### config.mk
export PLATFORM = sky130hd
export DESIGN_NAME = clkdiv_multi
export DESIGN_NICKNAME = d
export VERILOG_FILES = /design/src/rtl/clkdiv_pkg.sv /design/src/rtl/clkdiv_channel.sv /design/src/rtl/clkdiv_multi.sv
export SDC_FILE = /design/constraint.sdc
export NUM_CORES = 1
export LEC_CHECK = 0
export ABC_AREA = 1
export BUFFER_PORTS_ARGS = -buffer_cell sky130_fd_sc_hd__buf_2
export CORE_UTILIZATION = 55
export DETAILED_ROUTE_END_ITERATION = 10
export PLACE_DENSITY_LB_ADDON = 0.2
export SLEW_MARGIN = 20
export SYNTH_ARGS = -nofsm -noshare
export SYNTH_HDL_FRONTEND = slang
export SYNTH_HIERARCHICAL = 1
export SYNTH_SLANG_ARGS = --single-unit
### constraint.sdc
create_clock -name clk -period 5.26 [get_ports clk]
set_input_delay 1.052 -clock clk [delete_from_list [all_inputs] [get_ports clk]]
set_output_delay 1.052 -clock clk [all_outputs]
set_load 0.005 [all_outputs]
### src/rtl/clkdiv_pkg.sv
// ---------------------------------------------------------------------------
// clkdiv_pkg : shared constants and channel-state encoding for clkdiv_multi
// Revision   : 1.0
// ---------------------------------------------------------------------------
`default_nettype none

package clkdiv_pkg;

  localparam int CLKDIV_DEF_DIV  = 16;
  localparam int CLKDIV_DEF_HIGH = 8;

  typedef enum logic [1:0] {
    ST_IDLE     = 2'd0,
    ST_RUN      = 2'd1,
    ST_STOPPING = 2'd2
  } ch_state_e;

  function automatic int ch_sel_width(input int ch);
    return (ch > 1) ? $clog2(ch) : 1;
  endfunction

endpackage

`default_nettype wire

### src/rtl/clkdiv_channel.sv
// ---------------------------------------------------------------------------
// clkdiv_channel : one divider channel with shadowed div/high and glitch-free
//                  period-boundary updates (option CLKDIV_GLITCHFREE_STOP_EN)
// Revision       : 1.0
// ---------------------------------------------------------------------------
`default_nettype none

module clkdiv_channel
  import clkdiv_pkg::*;
#(
  parameter int W        = 16,
  parameter int DEF_DIV  = CLKDIV_DEF_DIV,
  parameter int DEF_HIGH = CLKDIV_DEF_HIGH
) (
  input  logic         clk,
  input  logic         rst_n,
  input  logic         en,
  input  logic         wr,
  input  logic [W-1:0] wr_div,
  input  logic [W-1:0] wr_high,
  output logic         pending,
  output logic         out_clk,
  output logic         out_tick
);

  typedef struct packed {
    logic [W-1:0] div;
    logic [W-1:0] high;
  } cfg_t;

  localparam cfg_t CFG_RST = {W'(DEF_DIV), W'(DEF_HIGH)};

  ch_state_e    state, state_nx;
  logic [W-1:0] cnt, cnt_nx;
  cfg_t         act, act_nx, shd, shd_nx, ld;
  logic         pend_nx, clk_nx, tick_nx, wrap;

  always_ff @(posedge clk or negedge rst_n) begin
    if (!rst_n) begin
      state    <= ST_IDLE;
      cnt      <= '0;
      act      <= CFG_RST;
      shd      <= '0;
      pending  <= 1'b0;
      out_clk  <= 1'b0;
      out_tick <= 1'b0;
    end else begin
      state    <= state_nx;
      cnt      <= cnt_nx;
      act      <= act_nx;
      shd      <= shd_nx;
      pending  <= pend_nx;
      out_clk  <= clk_nx;
      out_tick <= tick_nx;
    end
  end

  always_comb begin
    state_nx = state;
    cnt_nx   = '0;
    act_nx   = act;
    shd_nx   = shd;
    pend_nx  = pending;
    clk_nx   = 1'b0;
    tick_nx  = 1'b0;
    ld       = pending ? shd : act;
    // div==0 never reaches RUN, but treat it as a wrap so a stray value cannot hang the counter
    wrap     = (act.div == '0) || (cnt >= act.div - 1'b1);

    case (state)
      ST_IDLE: begin
        act_nx  = ld;
        pend_nx = 1'b0;
        if (en && (ld.div != '0))
          state_nx = ST_RUN;
      end
      default: begin
        cnt_nx   = wrap ? '0 : cnt + 1'b1;
        state_nx = ST_RUN;
        if (wrap) begin
          act_nx  = ld;
          pend_nx = 1'b0;
        end
`ifdef CLKDIV_GLITCHFREE_STOP_EN
        if (!en)
          state_nx = wrap ? ST_IDLE : ST_STOPPING;
`else
        if (!en)
          state_nx = ST_IDLE;
`endif
        if (wrap && (ld.div == '0))
          state_nx = ST_IDLE;
      end
    endcase

    // outputs follow the config that owns the period cnt_nx belongs to
    if (state_nx != ST_IDLE) begin
      clk_nx  = (cnt_nx < act_nx.high);
      tick_nx = (cnt_nx == '0) && (act_nx.high != '0);
    end else begin
      cnt_nx = '0;
    end

    // writes only land while pending is clear, so they never collide with a load
    if (wr) begin
      shd_nx  = {wr_div, wr_high};
      pend_nx = 1'b1;
    end
  end

endmodule

`default_nettype wire

### src/rtl/clkdiv_multi.sv
// ---------------------------------------------------------------------------
// clkdiv_multi : CH-channel runtime-programmable clock divider; cfg decode and
//                cfg_ready mux. Build option: CLKDIV_GLITCHFREE_STOP_EN
// Revision     : 1.0
// ---------------------------------------------------------------------------
`default_nettype none

module clkdiv_multi
  import clkdiv_pkg::*;
#(
  parameter  int CH       = 4,
  parameter  int W        = 16,
  parameter  int DEF_DIV  = CLKDIV_DEF_DIV,
  parameter  int DEF_HIGH = CLKDIV_DEF_HIGH,
  localparam int CW       = ch_sel_width(CH)
) (
  input  logic          clk,
  input  logic          rst_n,
  input  logic [CH-1:0] en,
  input  logic          cfg_valid,
  output logic          cfg_ready,
  input  logic [CW-1:0] cfg_ch,
  input  logic [W-1:0]  cfg_div,
  input  logic [W-1:0]  cfg_high,
  output logic [CH-1:0] out_clk,
  output logic [CH-1:0] out_tick
);

  logic [CH-1:0]        pending;
  logic [CH-1:0]        wr;
  logic [(1<<CW)-1:0]   pend_pad;

  // unimplemented channel numbers read as never pending, so writes to them are swallowed
  always_comb begin
    pend_pad          = '0;
    pend_pad[CH-1:0]  = pending;
  end

  assign cfg_ready = ~pend_pad[cfg_ch];

  generate
    for (genvar i = 0; i < CH; i++) begin : g_ch
      assign wr[i] = cfg_valid && cfg_ready && (cfg_ch == CW'(i));

      clkdiv_channel #(
        .W        (W),
        .DEF_DIV  (DEF_DIV),
        .DEF_HIGH (DEF_HIGH)
      ) u_ch (
        .clk      (clk),
        .rst_n    (rst_n),
        .en       (en[i]),
        .wr       (wr[i]),
        .wr_div   (cfg_div),
        .wr_high  (cfg_high),
        .pending  (pending[i]),
        .out_clk  (out_clk[i]),
        .out_tick (out_tick[i])
      );
    end
  endgenerate

endmodule

`default_nettype wire

Yosys cells after proc, flatten, opt, wreduce, memory -nomap -nowiden
Index checks and enable logic that the tools add are counted.
{ "op_classes": {"n_addsub": 8, "n_mul": 0, "div_mod_pow": 0, "n_lt_le_gt_ge": 9, "n_eq_ne": 3, "shift": 0, "n_mux": 62, "n_bitwise": 1, "reduce_logical": 58} }
{ "ops": {"columns": ["op", "count"], "rows": [
  ["32-bit two-way mux", 12],
  ["16-bit zero test", 12],
  ["16-bit two-way mux", 12],
  ["16-bit nonzero test", 8],
  ["16-bit by 1-bit adder with 16-bit output (second input constant)", 4],
  ["16-bit greater-or-equal comparator", 4],
  ["16-bit < comparator", 4],
  ["16-bit by 1-bit subtractor with 16-bit output (second input constant)", 4],
  ["1-bit two-way mux", 29],
  ["1-bit logical AND", 17],
  ["2-bit two-way mux", 8],
  ["2-bit nonzero test", 8],
  ["3-bit nonzero test", 4],
  ["2-bit zero test", 5],
  ["2-bit == test (second input constant)", 2],
  ["1-bit logical OR", 4],
  ["2-bit by 3-bit < comparator with 1-bit output (second input constant)", 1],
  ["1-bit binary-select mux with 2-bit select", 1],
  ["2-bit by 1-bit == test with 1-bit output (second input constant)", 1],
  ["1-bit NOT", 1]
]} }
{ "totals": {"register_bits": 340, "latch_bits": 0, "mem_bits_rw": 0, "mem_bits_ro": 0, "in_bits": 41, "output_inout_bits": 9, "wordCells": 177, "n_memories": 0} }

Logic depth before layout (Yosys ltp)
Gate-level depths: netlist of run 1.
{ "depth": {"depth_word": 8, "ltp_mapped": 31, "mapped_depth_nobuf": 30} }

Modules after synthesis
Netlist of run 1, hierarchy kept.
{ "by_module_without_submodules": {"columns": ["module", "instances", "cells_each", "area_each_um2", "seq_area_each_um2"], "rows": [
  ["clkdiv_channel (g_ch[1].u_ch ...)", 2, 627, 4931.0, 2129.5],
  ["clkdiv_channel (g_ch[3].u_ch)", 1, 622, 4973.5, 2129.5],
  ["clkdiv_channel (g_ch[0].u_ch)", 1, 612, 4966.0, 2129.5],
  ["clkdiv_multi", 1, 21, 101.3, 0.0]
]} }

Worst setup path after synthesis of run 1
Ideal clock, no wire load.
{ "synth_path": {"kind": "register to register", "start": "reg g_ch[3].u_ch/act[18] (netlist bit)", "end": "reg g_ch[3].u_ch.out_clk", "arrival_ns": 3.893, "t_required_ns": 5.183, "path_slack_ns": 1.289, "path_stages_with_launch": 27, "path_buffers": 1, "period_less_slack_ns": 3.971, "path_cell_list": "dfrtp_1 > nor2_1 > nand2_1 > nor3_1 > nand2_1 > nor4_1 > nand3_1 > xor2_1 > inv_1 > ha_1 > nand2_1 > o211a_1 > nand4_1 > inv_2 > nand2_8 > nand2_8 > buf_6 > nand2_1 > o21ai_2 > inv_1 > ha_1 > nand2_1 > nor2_1 > a211oi_1 > o221ai_1 > or2_2 > a21oi_1"} }
{ "synth_lines": {"columns": ["element", "line", "rtl"], "rows": [
  ["start: declaration", "clkdiv_channel.sv:35", "cfg_t act, act_nx, shd, shd_nx, ld;"],
  ["start signal: assignment", "clkdiv_channel.sv:50", "act <= act_nx;"],
  ["end signal: assignment", "clkdiv_channel.sv:53", "out_clk <= clk_nx;"],
  ["end: declaration", "clkdiv_channel.sv:22", "output logic out_clk,"]
]} }

Final worst setup path of run 1
{ "layout_path": {"start": "reg g_ch[3].u_ch/act[18] (netlist bit)", "end": "reg g_ch[3].u_ch.out_clk"} }
{ "layout_between": {"elab_chain_len": 8, "elab_cells_between_ends": 19} }
{ "layout_rtl": {"columns": ["element", "line", "rtl"], "rows": [
  ["parallel branches: the longest is 7 deep, another holds 16-bit by 1-bit subtractor with 16-bit output", null, null],
  ["1-bit two-way mux (*)", "clkdiv_channel.sv:97", "if (state_nx != ST_IDLE) begin"],
  ["named net g_ch[3].u_ch.clk_nx", "clkdiv_channel.sv:36", "logic pend_nx, clk_nx, tick_nx, wrap;"]
]} }
Mark *: on every way through the listed nets, which the timed path passes. The select of a mux whose other input is x is not followed.
A chain may end at the register's enable or synchronous reset.

==> results of run 1 <==
[flip-flops by register name (all words and copies together), names as in the netlist]
name / count
g_ch.u_ch/act: 128
g_ch.u_ch/cnt: 64
g_ch.u_ch/out_clk: 4
g_ch.u_ch/out_tick: 4
g_ch.u_ch/pending: 4
g_ch.u_ch/shd: 128
g_ch.u_ch/state: 8
[synthesized netlist by cell type, drive strengths merged, types with 21 or more instances]
master  instances
xor2           69
a21oi          44
nand3          77
o21ai         243
nor3           88
dfrtp         332
nor2          223
o21a           54
ha            128
buf            33
nand2         651
nand4          35
xnor2          21
inv           398
clkbuf         44
[critical path, delay by kind of cell, from the launching register on]
family / cells / cell delay [ns]
flip-flops: 1 / 0.42
adder cells (fa/ha/maj): 2 / 0.60
buffers and inverters: 2 / 0.22
AND/OR/NAND/NOR: 13 / 2.37
XOR/XNOR: 1 / 0.21
AO/OA/AOI/OAI: 6 / 0.87
[metrics by stage]
step                      area [um^2]  total power [mW]
final                           21700              9.17
after floorplan                 19900              5.80
after detailed placement        20500              6.55
after global routing            21700              9.86
after global placement          20500              6.39
after CTS                       21700              9.25
[power breakdown]
group / internal [mW] / switching, mW / total [mW] / leakage, nW
clock: 1.58 / 1.06 / 2.64 / 0.604
combinational: 1.08 / 1.82 / 2.90 / 5.97
sequential: 3.26 / 0.369 / 3.63 / 4.27
total: 5.91 / 3.26 / 9.17 / 10.8
[kinds of logic after synthesis]
group,share of synthesized area (%)
mux,0.170
other cells,0.0754
compound gates,11.1
simple gates,24.2
xor+xnor,3.96
fa+ha+maj,8.05
flops,42.8
buf+inv,9.66
[layout make-up]
cell class / count / area share [%]
clock buffer: 63 / 5.43
clock inverter: 5 / 0.248
inverter: 400 / 6.93
multi-input combinational: 1692 / 43.7
sequential: 340 / 39.3
tap: 461 / 2.66
timing repair buffer: 62 / 1.74
[metal layers]
metal,up-vias,wire length (um)
met5,-,0
met4,0,1200
met3,65,2130
met2,311,22000
met1,7451,21700
li1,7986,-
[path summary, 6_finish.rpt]
path | to | slack [ns] | startpoint | depth (start not counted)
worst max register to register | g_ch[3].u_ch/out_clk | 0.49 | g_ch[3].u_ch/act[18] | 24
worst min register to register | g_ch[2].u_ch/shd[0] | 0.47 | g_ch[2].u_ch/shd[0] | 2
max in group asynchronous | g_ch[3].u_ch/act[20] | 3.57 | rst_n | 2
min in group asynchronous | g_ch[1].u_ch/out_tick | 0.57 | rst_n | 1
worst min-delay path | g_ch[2].u_ch/shd[0] | 0.47 | g_ch[2].u_ch/shd[0] | 2
worst max-delay path | g_ch[3].u_ch/out_clk | 0.49 | g_ch[3].u_ch/act[18] | 24
==> flow_results.xml, run 1 <==
<?xml version="1.0" encoding="UTF-8"?>
<metrics>
  <group name="run_status">
    <metric name="run_status" unit="">complete, no violations</metric>
  </group>
  <group name="clock_network">
    <metric name="cts_tree" unit="">done</metric>
    <metric name="clk_pin_slew" unit="ns">0.06</metric>
    <metric name="post-cts-setup-buffers" unit="">0</metric>
    <metric name="tritoncts.num_buffers" unit="">39</metric>
    <metric name="cts-htree-levels" unit="">2</metric>
    <metric name="post_cts_resized" unit="">0</metric>
    <metric name="cts.path.max_buffers" unit="">3</metric>
    <metric name="library_cell_used_as_clock_root_buffer" unit="">sky130_fd_sc_hd__clkbuf_16</metric>
    <metric name="clock_latency" unit="ns">0.54</metric>
    <metric name="cts_hold_buffers" unit="">0</metric>
    <metric name="cts_num_sinks" unit="">340</metric>
  </group>
  <group name="global_route">
    <metric name="largest_net_degree_at_the_start_of_global_routing" unit="">106</metric>
    <metric name="antenna_found_initial" unit="">0</metric>
    <metric name="grt_pass1_vias" unit="">15325</metric>
    <metric name="layer_carrying_the_most_global_route_usage" unit="">met2</metric>
    <metric name="global_route_wire_length_before_repair" unit="um">77700</metric>
    <metric name="grt_util_met2" unit="%">43.1</metric>
    <metric name="grt.overflow.total" unit="">0</metric>
    <metric name="grt_use_met3" unit="%">3.87</metric>
    <metric name="groute.usage.overall" unit="%">26.6</metric>
    <metric name="global_route.usage.met1" unit="%">37.0</metric>
  </group>
  <group name="routing">
    <metric name="routed_wire_length_per_instance" unit="um">15.6</metric>
    <metric name="post_detailed_routing_wire_length" unit="um">47000</metric>
    <metric name="vias" unit="">15813</metric>
    <metric name="detailedRoute.firstIterationViolations" unit="">1078</metric>
    <metric name="post-route-drc-count" unit="">0</metric>
    <metric name="detail_route.vias_per_cell" unit="">5.23</metric>
    <metric name="antenna_left" unit="">0</metric>
    <metric name="drtPass1Iterations" unit="">5</metric>
  </group>
  <group name="pwr">
    <metric name="power-per-cell-area" unit="nW/um^2">423</metric>
    <metric name="max_rail_drop_vdd" unit="uV">275</metric>
    <metric name="leakage" unit="nW">10.8</metric>
  </group>
  <group name="final_layout">
    <metric name="fin_util" unit="%">61.0</metric>
    <metric name="multi_input_comb_area" unit="um^2">9480</metric>
    <metric name="layout-drive-gt1-share" unit="%">9.48</metric>
    <metric name="final.fill_count" unit="">3202</metric>
    <metric name="final_nets" unit="">2704</metric>
    <metric name="layout_commonest_cell" unit="">sky130_fd_sc_hd__nand2_1</metric>
    <metric name="layout_common_cells" unit="">sky130_fd_sc_hd__nand2_1, sky130_fd_sc_hd__inv_1, sky130_fd_sc_hd__dfrtp_1, sky130_fd_sc_hd__o21ai_0, sky130_fd_sc_hd__nor2_1</metric>
    <metric name="layout.cells.non_filler" unit="">3023</metric>
    <metric name="sequential_cell_area" unit="um^2">8520</metric>
    <metric name="syn2layout_area_growth" unit="%">8.98</metric>
    <metric name="n_antenna_cell" unit="">0</metric>
  </group>
  <group name="timing">
    <metric name="finalWorstSetupSlack" unit="ns">0.494</metric>
    <metric name="fin_tns_setup" unit="ns">0</metric>
    <metric name="final.setup_skew" unit="ns">0.0157</metric>
    <metric name="hold-worst-slack" unit="ns">0.467</metric>
    <metric name="final_period_minus_worst_setup_slack" unit="ns">4.77</metric>
    <metric name="fin_crit_sh" unit="%">90.6</metric>
    <metric name="slew-limit-headroom" unit="%">27.4</metric>
    <metric name="grt_setup_unrepaired" unit="">no</metric>
    <metric name="worst_pin_slew" unit="ns">1.09</metric>
    <metric name="timing_hold_violations_final" unit="">0</metric>
    <metric name="setup_violations" unit="">0</metric>
    <metric name="final_number_of_max_transition_violations" unit="">0</metric>
    <metric name="achievable-frequency" unit="MHz">210</metric>
  </group>
  <group name="floorplan">
    <metric name="io_pins" unit="">50</metric>
    <metric name="num_rows" unit="">69</metric>
    <metric name="coreArea" unit="um^2">35600</metric>
    <metric name="initial_utilization" unit="%">56.0</metric>
    <metric name="fp.dieArea" unit="um^2">37000</metric>
    <metric name="fp.dieW" unit="um">192</metric>
    <metric name="die_height" unit="um">192</metric>
  </group>
  <group name="synthesis">
    <metric name="proportion_of_synthesized_chip_area_in_sequential_cells" unit="%">42.8</metric>
    <metric name="fraction_of_registers_with_async_set_or_reset_after_synthesis" unit="%">100</metric>
    <metric name="synth.area.top_cells" unit="">sky130_fd_sc_hd__dfrtp_1, sky130_fd_sc_hd__nand2_1, sky130_fd_sc_hd__ha_1</metric>
    <metric name="synth-edff-count" unit="">0</metric>
    <metric name="ys.warnings.count" unit="">6</metric>
    <metric name="synth-main-ff-cell" unit="">sky130_fd_sc_hd__dfrtp_1</metric>
    <metric name="netlist.area_leader.share" unit="%">41.7</metric>
    <metric name="synthesized_instance_count" unit="">2509</metric>
    <metric name="ys_ff_latch" unit="">340</metric>
    <metric name="synthDistinctLibCells" unit="">51</metric>
    <metric name="synthesis.area" unit="um^2">19900</metric>
    <metric name="syn_avg_cell_area" unit="um^2">7.93</metric>
    <metric name="yosys.area.top_type" unit="">sky130_fd_sc_hd__dfrtp_1</metric>
    <metric name="synth_fp_nets" unit="">2678</metric>
  </group>
  <group name="placement">
    <metric name="finalWeightedCongestion" unit="">0.847</metric>
    <metric name="hpwlAfterDp" unit="um">33700</metric>
    <metric name="place_worst_setup_slack" unit="ns">0.629</metric>
    <metric name="port_buffers" unit="">49</metric>
    <metric name="place_inst" unit="">2955</metric>
  </group>
  <group name="worst_setup_path">
    <metric name="path_class" unit="">reg2reg</metric>
    <metric name="worst_path_most_repeated_cell" unit="">sky130_fd_sc_hd__nand2_1</metric>
    <metric name="critical-path-slowest-cell" unit="">sky130_fd_sc_hd__nor4_1</metric>
    <metric name="crit_path_max_incr_delay" unit="ns">0.48</metric>
    <metric name="crit_fanout" unit="">41</metric>
    <metric name="cell_by_cell_trace_of_the_critical_path" unit="">nor2_1, nand2_1, nor3_1, nand2_1, nor4_1, nand3_1, xor2_1, inv_1, ha_1, nand2_1, o211a_1, nand4_1, inv_2, nand2_8, nand2_8, nand2_1, o21a_1, ha_1, a21oi_1, nor2_1, a211oi_1, o221ai_1, or2_2, a21oi_1</metric>
    <metric name="crit_path_start_kind" unit="">flop</metric>
    <metric name="cp-end-kind" unit="">flop</metric>
    <metric name="cp.required" unit="ns">5.71</metric>
    <metric name="worst_ep_arrival_time" unit="ns">5.22</metric>
  </group>
  <group name="worst_hold_path">
    <metric name="hp-class" unit="">reg2reg</metric>
  </group>
  <group name="job">
    <metric name="max_cap_violations" unit="">0</metric>
  </group>
</metrics>
(Power assumes the default switching activity.)
==> inputs of run 2 (changes only) <==
clock period = 5.9 ns   (was 5.26 ns; I/O delays follow)
==> run 2 against run 1 <==
Routed wire length increased by 0.42%. Via count increased by 1.2%. Sequential power decreased by 11%. First-iteration DRC count decreased by 7.7%. Core utilization increased by 0.14 points. Total power decreased by 11%.
==> flow_results.xml, run 2 (same netlist as run 1, synthesis figures left out) <==
<?xml version="1.0" encoding="UTF-8"?>
<metrics>
  <group name="run_status">
    <metric name="run_status" unit="">complete, no violations</metric>
  </group>
  <group name="clock_network">
    <metric name="clk_pin_slew" unit="ns">0.06</metric>
    <metric name="cts_hold_buffers" unit="">0</metric>
    <metric name="cts-htree-levels" unit="">2</metric>
    <metric name="library_cell_used_as_clock_root_buffer" unit="">sky130_fd_sc_hd__clkbuf_16</metric>
    <metric name="post-cts-setup-buffers" unit="">0</metric>
    <metric name="post_cts_resized" unit="">0</metric>
    <metric name="cts_num_sinks" unit="">340</metric>
    <metric name="clock_latency" unit="ns">0.54</metric>
    <metric name="tritoncts.num_buffers" unit="">39</metric>
    <metric name="cts.path.max_buffers" unit="">3</metric>
    <metric name="cts_tree" unit="">done</metric>
  </group>
  <group name="global_route">
    <metric name="groute.usage.overall" unit="%">26.7</metric>
    <metric name="grt.overflow.total" unit="">0</metric>
    <metric name="grt_pass1_vias" unit="">15187</metric>
    <metric name="largest_net_degree_at_the_start_of_global_routing" unit="">124</metric>
    <metric name="global_route_wire_length_before_repair" unit="um">77800</metric>
    <metric name="antenna_found_initial" unit="">0</metric>
  </group>
  <group name="final_layout">
    <metric name="layout-drive-gt1-share" unit="%">9.72</metric>
    <metric name="layout_commonest_cell" unit="">sky130_fd_sc_hd__nand2_1</metric>
    <metric name="syn2layout_area_growth" unit="%">9.24</metric>
    <metric name="final_area" unit="um^2">21700</metric>
    <metric name="n_antenna_cell" unit="">0</metric>
    <metric name="final_nets" unit="">2703</metric>
    <metric name="layout_common_cells" unit="">sky130_fd_sc_hd__nand2_1, sky130_fd_sc_hd__inv_1, sky130_fd_sc_hd__dfrtp_1, sky130_fd_sc_hd__o21ai_0, sky130_fd_sc_hd__nor2_1</metric>
    <metric name="reg.largest.list" unit="">g_ch.u_ch/act (128), g_ch.u_ch/shd (128), g_ch.u_ch/cnt (64)</metric>
  </group>
  <group name="routing">
    <metric name="vias" unit="">16009</metric>
    <metric name="antenna_left" unit="">0</metric>
    <metric name="detailedRoute.firstIterationViolations" unit="">995</metric>
    <metric name="post-route-drc-count" unit="">0</metric>
    <metric name="drtPass1Iterations" unit="">6</metric>
    <metric name="routed_wire_length_per_instance" unit="um">15.6</metric>
    <metric name="post_detailed_routing_wire_length" unit="um">47200</metric>
    <metric name="detail_route.vias_per_cell" unit="">5.30</metric>
  </group>
  <group name="timing">
    <metric name="final.setup_skew" unit="ns">0.0227</metric>
    <metric name="achievable-frequency" unit="MHz">211</metric>
    <metric name="fin_tns_setup" unit="ns">0</metric>
    <metric name="final_number_of_max_transition_violations" unit="">0</metric>
    <metric name="slew-limit-headroom" unit="%">30.9</metric>
    <metric name="fin_crit_sh" unit="%">80.5</metric>
    <metric name="setup_violations" unit="">0</metric>
    <metric name="timing_hold_violations_final" unit="">0</metric>
    <metric name="final_period_minus_worst_setup_slack" unit="ns">4.75</metric>
    <metric name="grt_setup_unrepaired" unit="">no</metric>
    <metric name="worst_pin_slew" unit="ns">1.04</metric>
  </group>
  <group name="floorplan">
    <metric name="coreArea" unit="um^2">35600</metric>
    <metric name="num_rows" unit="">69</metric>
    <metric name="initial_utilization" unit="%">56.0</metric>
    <metric name="io_pins" unit="">50</metric>
    <metric name="die_height" unit="um">192</metric>
    <metric name="fp.dieW" unit="um">192</metric>
    <metric name="fp.dieArea" unit="um^2">37000</metric>
  </group>
  <group name="placement">
    <metric name="finalWeightedCongestion" unit="">0.845</metric>
    <metric name="hpwlAfterDp" unit="um">33900</metric>
    <metric name="port_buffers" unit="">49</metric>
    <metric name="post_dp_cell_area" unit="um^2">20400</metric>
  </group>
  <group name="worst_setup_path">
    <metric name="crit_path_start_kind" unit="">flop</metric>
    <metric name="crit_fanout" unit="">44</metric>
    <metric name="cp.required" unit="ns">6.36</metric>
    <metric name="path_class" unit="">reg2reg</metric>
    <metric name="worst_ep_arrival_time" unit="ns">5.21</metric>
    <metric name="cp-end-kind" unit="">flop</metric>
  </group>
  <group name="pwr">
    <metric name="power-per-cell-area" unit="nW/um^2">377</metric>
    <metric name="max_rail_drop_vdd" unit="uV">248</metric>
    <metric name="leakage" unit="nW">10.9</metric>
  </group>
  <group name="job">
    <metric name="max_cap_violations" unit="">0</metric>
  </group>
  <group name="worst_hold_path">
    <metric name="hp-class" unit="">reg2reg</metric>
  </group>
</metrics>
[run 2: cell types whose count changed in the layout (fill, tap and decap cells not counted), sizes merged]
| cell | before | now |
|---|---|---|
| clkinv | 5 | 10 |
| clkinvlp | 0 | 1 |
| inv | 399 | 398 |
| buf | 62 | 61 |
| clkbuf | 63 | 59 |
[run 2: final timing paths]
path,slack (ns),start,cells past startpoint,to
worst max-delay path,1.15,g_ch[2].u_ch/act[18],25,g_ch[2].u_ch/out_clk
worst min-delay path,0.47,g_ch[2].u_ch/shd[28],2,g_ch[2].u_ch/shd[28]
worst max register to register,1.15,g_ch[2].u_ch/act[18],25,g_ch[2].u_ch/out_clk
worst min register to register,0.47,g_ch[2].u_ch/shd[28],2,g_ch[2].u_ch/shd[28]
max in group asynchronous,3.79,rst_n,2,g_ch[2].u_ch/pending
min in group asynchronous,0.68,rst_n,1,g_ch[1].u_ch/out_tick
[run 2: layer usage]
metal	share of wire [%]	GRT usage [%]	wire length, um
met1	46	37.4	21900
met2	45	41.7	21400
met3	4.7	3.93	2230
met4	3.7	10.3	1770
met5	0	0	0
[run 2: critical path, stage by stage (launching register included)]
cell	delay, ns
sky130_fd_sc_hd__dfrtp_1	0.43
sky130_fd_sc_hd__nor2_1	0.12
sky130_fd_sc_hd__nand2_1	0.08
sky130_fd_sc_hd__nor3_1	0.28
sky130_fd_sc_hd__nand2_1	0.14
sky130_fd_sc_hd__nor3_1	0.27
sky130_fd_sc_hd__nand2_1	0.13
sky130_fd_sc_hd__nor2_1	0.17
sky130_fd_sc_hd__nand3_1	0.11
sky130_fd_sc_hd__xor2_1	0.14
sky130_fd_sc_hd__inv_1	0.06
sky130_fd_sc_hd__ha_1	0.29
sky130_fd_sc_hd__nand2_1	0.07
sky130_fd_sc_hd__o211a_1	0.15
sky130_fd_sc_hd__nand4_2	0.11
sky130_fd_sc_hd__inv_2	0.14
sky130_fd_sc_hd__nand2_8	0.19
sky130_fd_sc_hd__inv_1	0.58
sky130_fd_sc_hd__nand2_1	0.20
sky130_fd_sc_hd__inv_1	0.09
sky130_fd_sc_hd__ha_1	0.25
sky130_fd_sc_hd__nand2_1	0.08
sky130_fd_sc_hd__nor2_1	0.05
sky130_fd_sc_hd__a211oi_1	0.25
sky130_fd_sc_hd__o211ai_1	0.13
sky130_fd_sc_hd__a21oi_1	0.13
[run 2: per-stage QoR]
| stage | utilization, % | instances | total power [mW] | hold WS [ns] | setup slack (ns) |
|---|---|---|---|---|---|
| after floorplan | - | 2509 | 5.17 | 0.442 | 1.93 |
| after global placement | 57.4 | 2952 | 5.71 | 0.455 | 1.42 |
| after detailed placement | 57.4 | 2952 | 5.83 | 0.459 | 1.22 |
| after CTS | 61.0 | 3021 | 8.26 | 0.473 | 1.17 |
| after global routing | 61.1 | 3023 | 8.82 | 0.491 | 0.471 |
| final | 61.1 | 3023 | 8.20 | 0.471 | 1.15 |
[run 2: report_power, final]
part	total, mW	internal (mW)	switching [mW]
Combinational	2.58	0.958	1.62
Sequential	3.24	2.91	0.335
Clock	2.38	1.42	0.957
Total	8.20	5.29	2.91
[run 2: layout make-up]
class	count	area [um^2]
Timing Repair Buffer	61	398
Inverter	400	1500
Sequential cell	340	8520
Clock inverter	10	77.6
Fill cell	3126	13800
Multi-Input combinational cell	1692	9480
Clock buffer	59	1180
Tap cell	461	577
==> inputs of run 3 (changes only) <==
clock period = 4 ns   (was 5.9 ns; I/O delays follow)
==> run 3 against run 2 <==
The flow now finishes with violations (negative setup slack). Register-to-register slack worse by 1.3 ns. Worst hold slack lost 0.24 ns. Core utilization grew 3.9 points. Setup slack lost 1.3 ns. Total power up 54%. Cell count rose by 3.2%. Clock skew shrank 0.0091 ns. First-iteration DRC count increased by 16%. Combinational power is 71% higher. Cell area grew 6.4%. Count of clock-buffer cells in the layout shrank 7. Highest routed layer unchanged.
==> flow_results.xml, run 3 (same netlist as run 1, synthesis figures left out) <==
<?xml version="1.0" encoding="UTF-8"?>
<metrics>
  <group name="floorplan">
    <metric name="die_height" unit="um">192</metric>
    <metric name="fp.dieW" unit="um">192</metric>
    <metric name="io_pins" unit="">50</metric>
    <metric name="num_rows" unit="">69</metric>
    <metric name="initial_utilization" unit="%">56.0</metric>
    <metric name="coreArea" unit="um^2">35600</metric>
    <metric name="fp.dieArea" unit="um^2">37000</metric>
  </group>
  <group name="timing">
    <metric name="final.setup_skew" unit="ns">0.0137</metric>
    <metric name="setup_violations" unit="">1</metric>
    <metric name="achievable-frequency" unit="MHz">240</metric>
    <metric name="fin_crit_sh" unit="%">104</metric>
    <metric name="final_number_of_max_transition_violations" unit="">0</metric>
    <metric name="finalWorstSetupSlack" unit="ns">-0.162</metric>
    <metric name="timing_hold_violations_final" unit="">0</metric>
    <metric name="worst_pin_slew" unit="ns">0.849</metric>
    <metric name="grt_setup_unrepaired" unit="">yes</metric>
    <metric name="slew-limit-headroom" unit="%">43.3</metric>
    <metric name="final_period_minus_worst_setup_slack" unit="ns">4.16</metric>
    <metric name="hold-worst-slack" unit="ns">0.228</metric>
  </group>
  <group name="clock_network">
    <metric name="clock_latency" unit="ns">0.53</metric>
    <metric name="cts-htree-levels" unit="">2</metric>
    <metric name="cts_num_sinks" unit="">340</metric>
    <metric name="cts.path.max_buffers" unit="">3</metric>
    <metric name="clk_pin_slew" unit="ns">0.06</metric>
    <metric name="library_cell_used_as_clock_root_buffer" unit="">sky130_fd_sc_hd__clkbuf_16</metric>
    <metric name="tritoncts.num_buffers" unit="">40</metric>
    <metric name="cts_tree" unit="">done</metric>
  </group>
  <group name="placement">
    <metric name="hpwlAfterDp" unit="um">35200</metric>
    <metric name="finalWeightedCongestion" unit="">0.863</metric>
    <metric name="place_inst" unit="">3002</metric>
    <metric name="port_buffers" unit="">49</metric>
  </group>
  <group name="routing">
    <metric name="detail_route.vias_per_cell" unit="">5.33</metric>
    <metric name="antenna_left" unit="">0</metric>
    <metric name="post_detailed_routing_wire_length" unit="um">50200</metric>
    <metric name="vias" unit="">16623</metric>
    <metric name="post-route-drc-count" unit="">0</metric>
    <metric name="drtPass1Iterations" unit="">6</metric>
    <metric name="detailedRoute.firstIterationViolations" unit="">1156</metric>
    <metric name="routed_wire_length_per_instance" unit="um">16.1</metric>
  </group>
  <group name="global_route">
    <metric name="grt.overflow.total" unit="">0</metric>
    <metric name="global_route_wire_length_before_repair" unit="um">78600</metric>
    <metric name="groute.usage.overall" unit="%">26.9</metric>
    <metric name="largest_net_degree_at_the_start_of_global_routing" unit="">89</metric>
    <metric name="grt_pass1_vias" unit="">15351</metric>
    <metric name="antenna_found_initial" unit="">0</metric>
  </group>
  <group name="pwr">
    <metric name="leakage" unit="nW">11.5</metric>
    <metric name="max_rail_drop_vdd" unit="uV">343</metric>
    <metric name="power-per-cell-area" unit="nW/um^2">547</metric>
  </group>
  <group name="run_status">
    <metric name="violations" unit="">negative setup slack</metric>
    <metric name="run_status" unit="">finished, violations left</metric>
  </group>
  <group name="worst_setup_path">
    <metric name="crit_path_start_kind" unit="">flop</metric>
    <metric name="path_class" unit="">reg2reg</metric>
    <metric name="setup.worst_path.start" unit="">g_ch[0].u_ch/act[18]</metric>
    <metric name="worst_ep_arrival_time" unit="ns">4.62</metric>
    <metric name="cp.required" unit="ns">4.45</metric>
    <metric name="crit_end" unit="">g_ch[0].u_ch/out_clk</metric>
    <metric name="cp-end-kind" unit="">flop</metric>
    <metric name="ff2ff_path_depth" unit="">27</metric>
    <metric name="rrSetupSlack" unit="ns">-0.16</metric>
    <metric name="crit_reg_reg_startpoint" unit="">g_ch[0].u_ch/act[18]</metric>
    <metric name="crit_fanout" unit="">7</metric>
    <metric name="reg2reg_to" unit="">g_ch[0].u_ch/out_clk</metric>
  </group>
  <group name="final_layout">
    <metric name="syn2layout_area_growth" unit="%">16.2</metric>
    <metric name="layout_common_cells" unit="">sky130_fd_sc_hd__nand2_1, sky130_fd_sc_hd__inv_1, sky130_fd_sc_hd__dfrtp_1, sky130_fd_sc_hd__o21ai_0, sky130_fd_sc_hd__nor2_1</metric>
    <metric name="reg.largest.list" unit="">g_ch.u_ch/act (128), g_ch.u_ch/shd (128), g_ch.u_ch/cnt (64)</metric>
    <metric name="layout-drive-gt1-share" unit="%">16.7</metric>
    <metric name="n_antenna_cell" unit="">0</metric>
    <metric name="layout.cells.non_filler" unit="">3121</metric>
    <metric name="final_nets" unit="">2802</metric>
    <metric name="layout_commonest_cell" unit="">sky130_fd_sc_hd__nand2_1</metric>
  </group>
  <group name="worst_hold_path">
    <metric name="hp-class" unit="">in2async</metric>
  </group>
  <group name="job">
    <metric name="max_cap_violations" unit="">0</metric>
  </group>
</metrics>
run 3: critical path, stage by stage, from the launching register on:
cell and delay [ns]:
sky130_fd_sc_hd__dfrtp_1 0.37, sky130_fd_sc_hd__nor2_1 0.11, sky130_fd_sc_hd__nand2_1 0.10, sky130_fd_sc_hd__nor3_2 0.21, sky130_fd_sc_hd__nand2_1 0.11, sky130_fd_sc_hd__nor3_2 0.21
sky130_fd_sc_hd__nand2_1 0.14, sky130_fd_sc_hd__nor2_2 0.17, sky130_fd_sc_hd__nand3_2 0.08, sky130_fd_sc_hd__xor2_1 0.18, sky130_fd_sc_hd__inv_1 0.09, sky130_fd_sc_hd__ha_4 0.27
sky130_fd_sc_hd__nand2_2 0.05, sky130_fd_sc_hd__inv_2 0.08, sky130_fd_sc_hd__nand2_2 0.07, sky130_fd_sc_hd__nand4_4 0.12, sky130_fd_sc_hd__clkinv_4 0.08, sky130_fd_sc_hd__nand2_8 0.10
sky130_fd_sc_hd__nand2_8 0.09, sky130_fd_sc_hd__clkbuf_16 0.21, sky130_fd_sc_hd__o21ai_4 0.16, sky130_fd_sc_hd__inv_1 0.08, sky130_fd_sc_hd__ha_1 0.30, sky130_fd_sc_hd__a21oi_1 0.16
sky130_fd_sc_hd__nor2_1 0.07, sky130_fd_sc_hd__a211oi_2 0.22, sky130_fd_sc_hd__nand2_1 0.11, sky130_fd_sc_hd__a21oi_1 0.13
run 3: cell type report:
type                            count  area, um^2
Inverter                          400        1510
Clock buffer                       52        1110
Multi-Input combinational cell   1698       10100
Clock inverter                     17         123
Fill cell                        2985       12400
Tap cell                          461         577
Sequential cell                   340        8520
Timing Repair Buffer              153        1170
run 3: what timing repair did:
action                                  4_1_cts  5_1_grt
buffers inserted                             12       29
gates resized for setup                      13      103
pin swaps                                    10       61
cloned                                        2        8
hold buffers                                  0        0
endpoints found under the setup margin        3       22
run 3: where the power goes:
group	internal (mW)	switching (mW)	total, mW
Combinational	1.75	2.67	4.42
Clock	2.01	1.44	3.45
Sequential	4.29	0.491	4.78
Total	8.06	4.60	12.7
run 3: per-stage QoR:
step / TNS, ns / instance area, um^2 / power, mW / setup WS, ns / utilization (%)
floorplan: 0 / 19900 / 7.62 / 0.0293 / -
global placement: -0.0695 / 20800 / 8.53 / -0.0695 / 58.6
detailed placement: -0.260 / 20800 / 8.73 / -0.183 / 58.6
CTS: -0.0274 / 22300 / 12.3 / -0.0274 / 62.6
global route: -0.961 / 23100 / 13.6 / -0.408 / 65.0
finish: -0.162 / 23100 / 12.7 / -0.162 / 65.0
run 3: metal layers:
metal  global-route usage (%)  vias up  routed length, um
met4                     10.1        0               1710
li1                         -     8207                  -
met3                     3.78       84               2260
met2                     42.1      377              23400
met5                        0        -                  0
met1                     37.7     7955              22800
run 3: worst min-delay path by stage:
stage	startpoint	to	slack, ns	depth (start not counted)
final	rst_n	g_ch[1].u_ch/cnt[1]	0.23	1
after global routing	rst_n	g_ch[1].u_ch/cnt[12]	0.25	1
after CTS	rst_n	g_ch[1].u_ch/cnt[12]	0.23	1
after detailed placement	g_ch[1].u_ch/shd[31]	g_ch[1].u_ch/shd[31]	0.46	2
after global placement	g_ch[2].u_ch/shd[19]	g_ch[2].u_ch/shd[19]	0.46	2
after floorplan	g_ch[1].u_ch/shd[0]	g_ch[1].u_ch/shd[0]	0.44	2
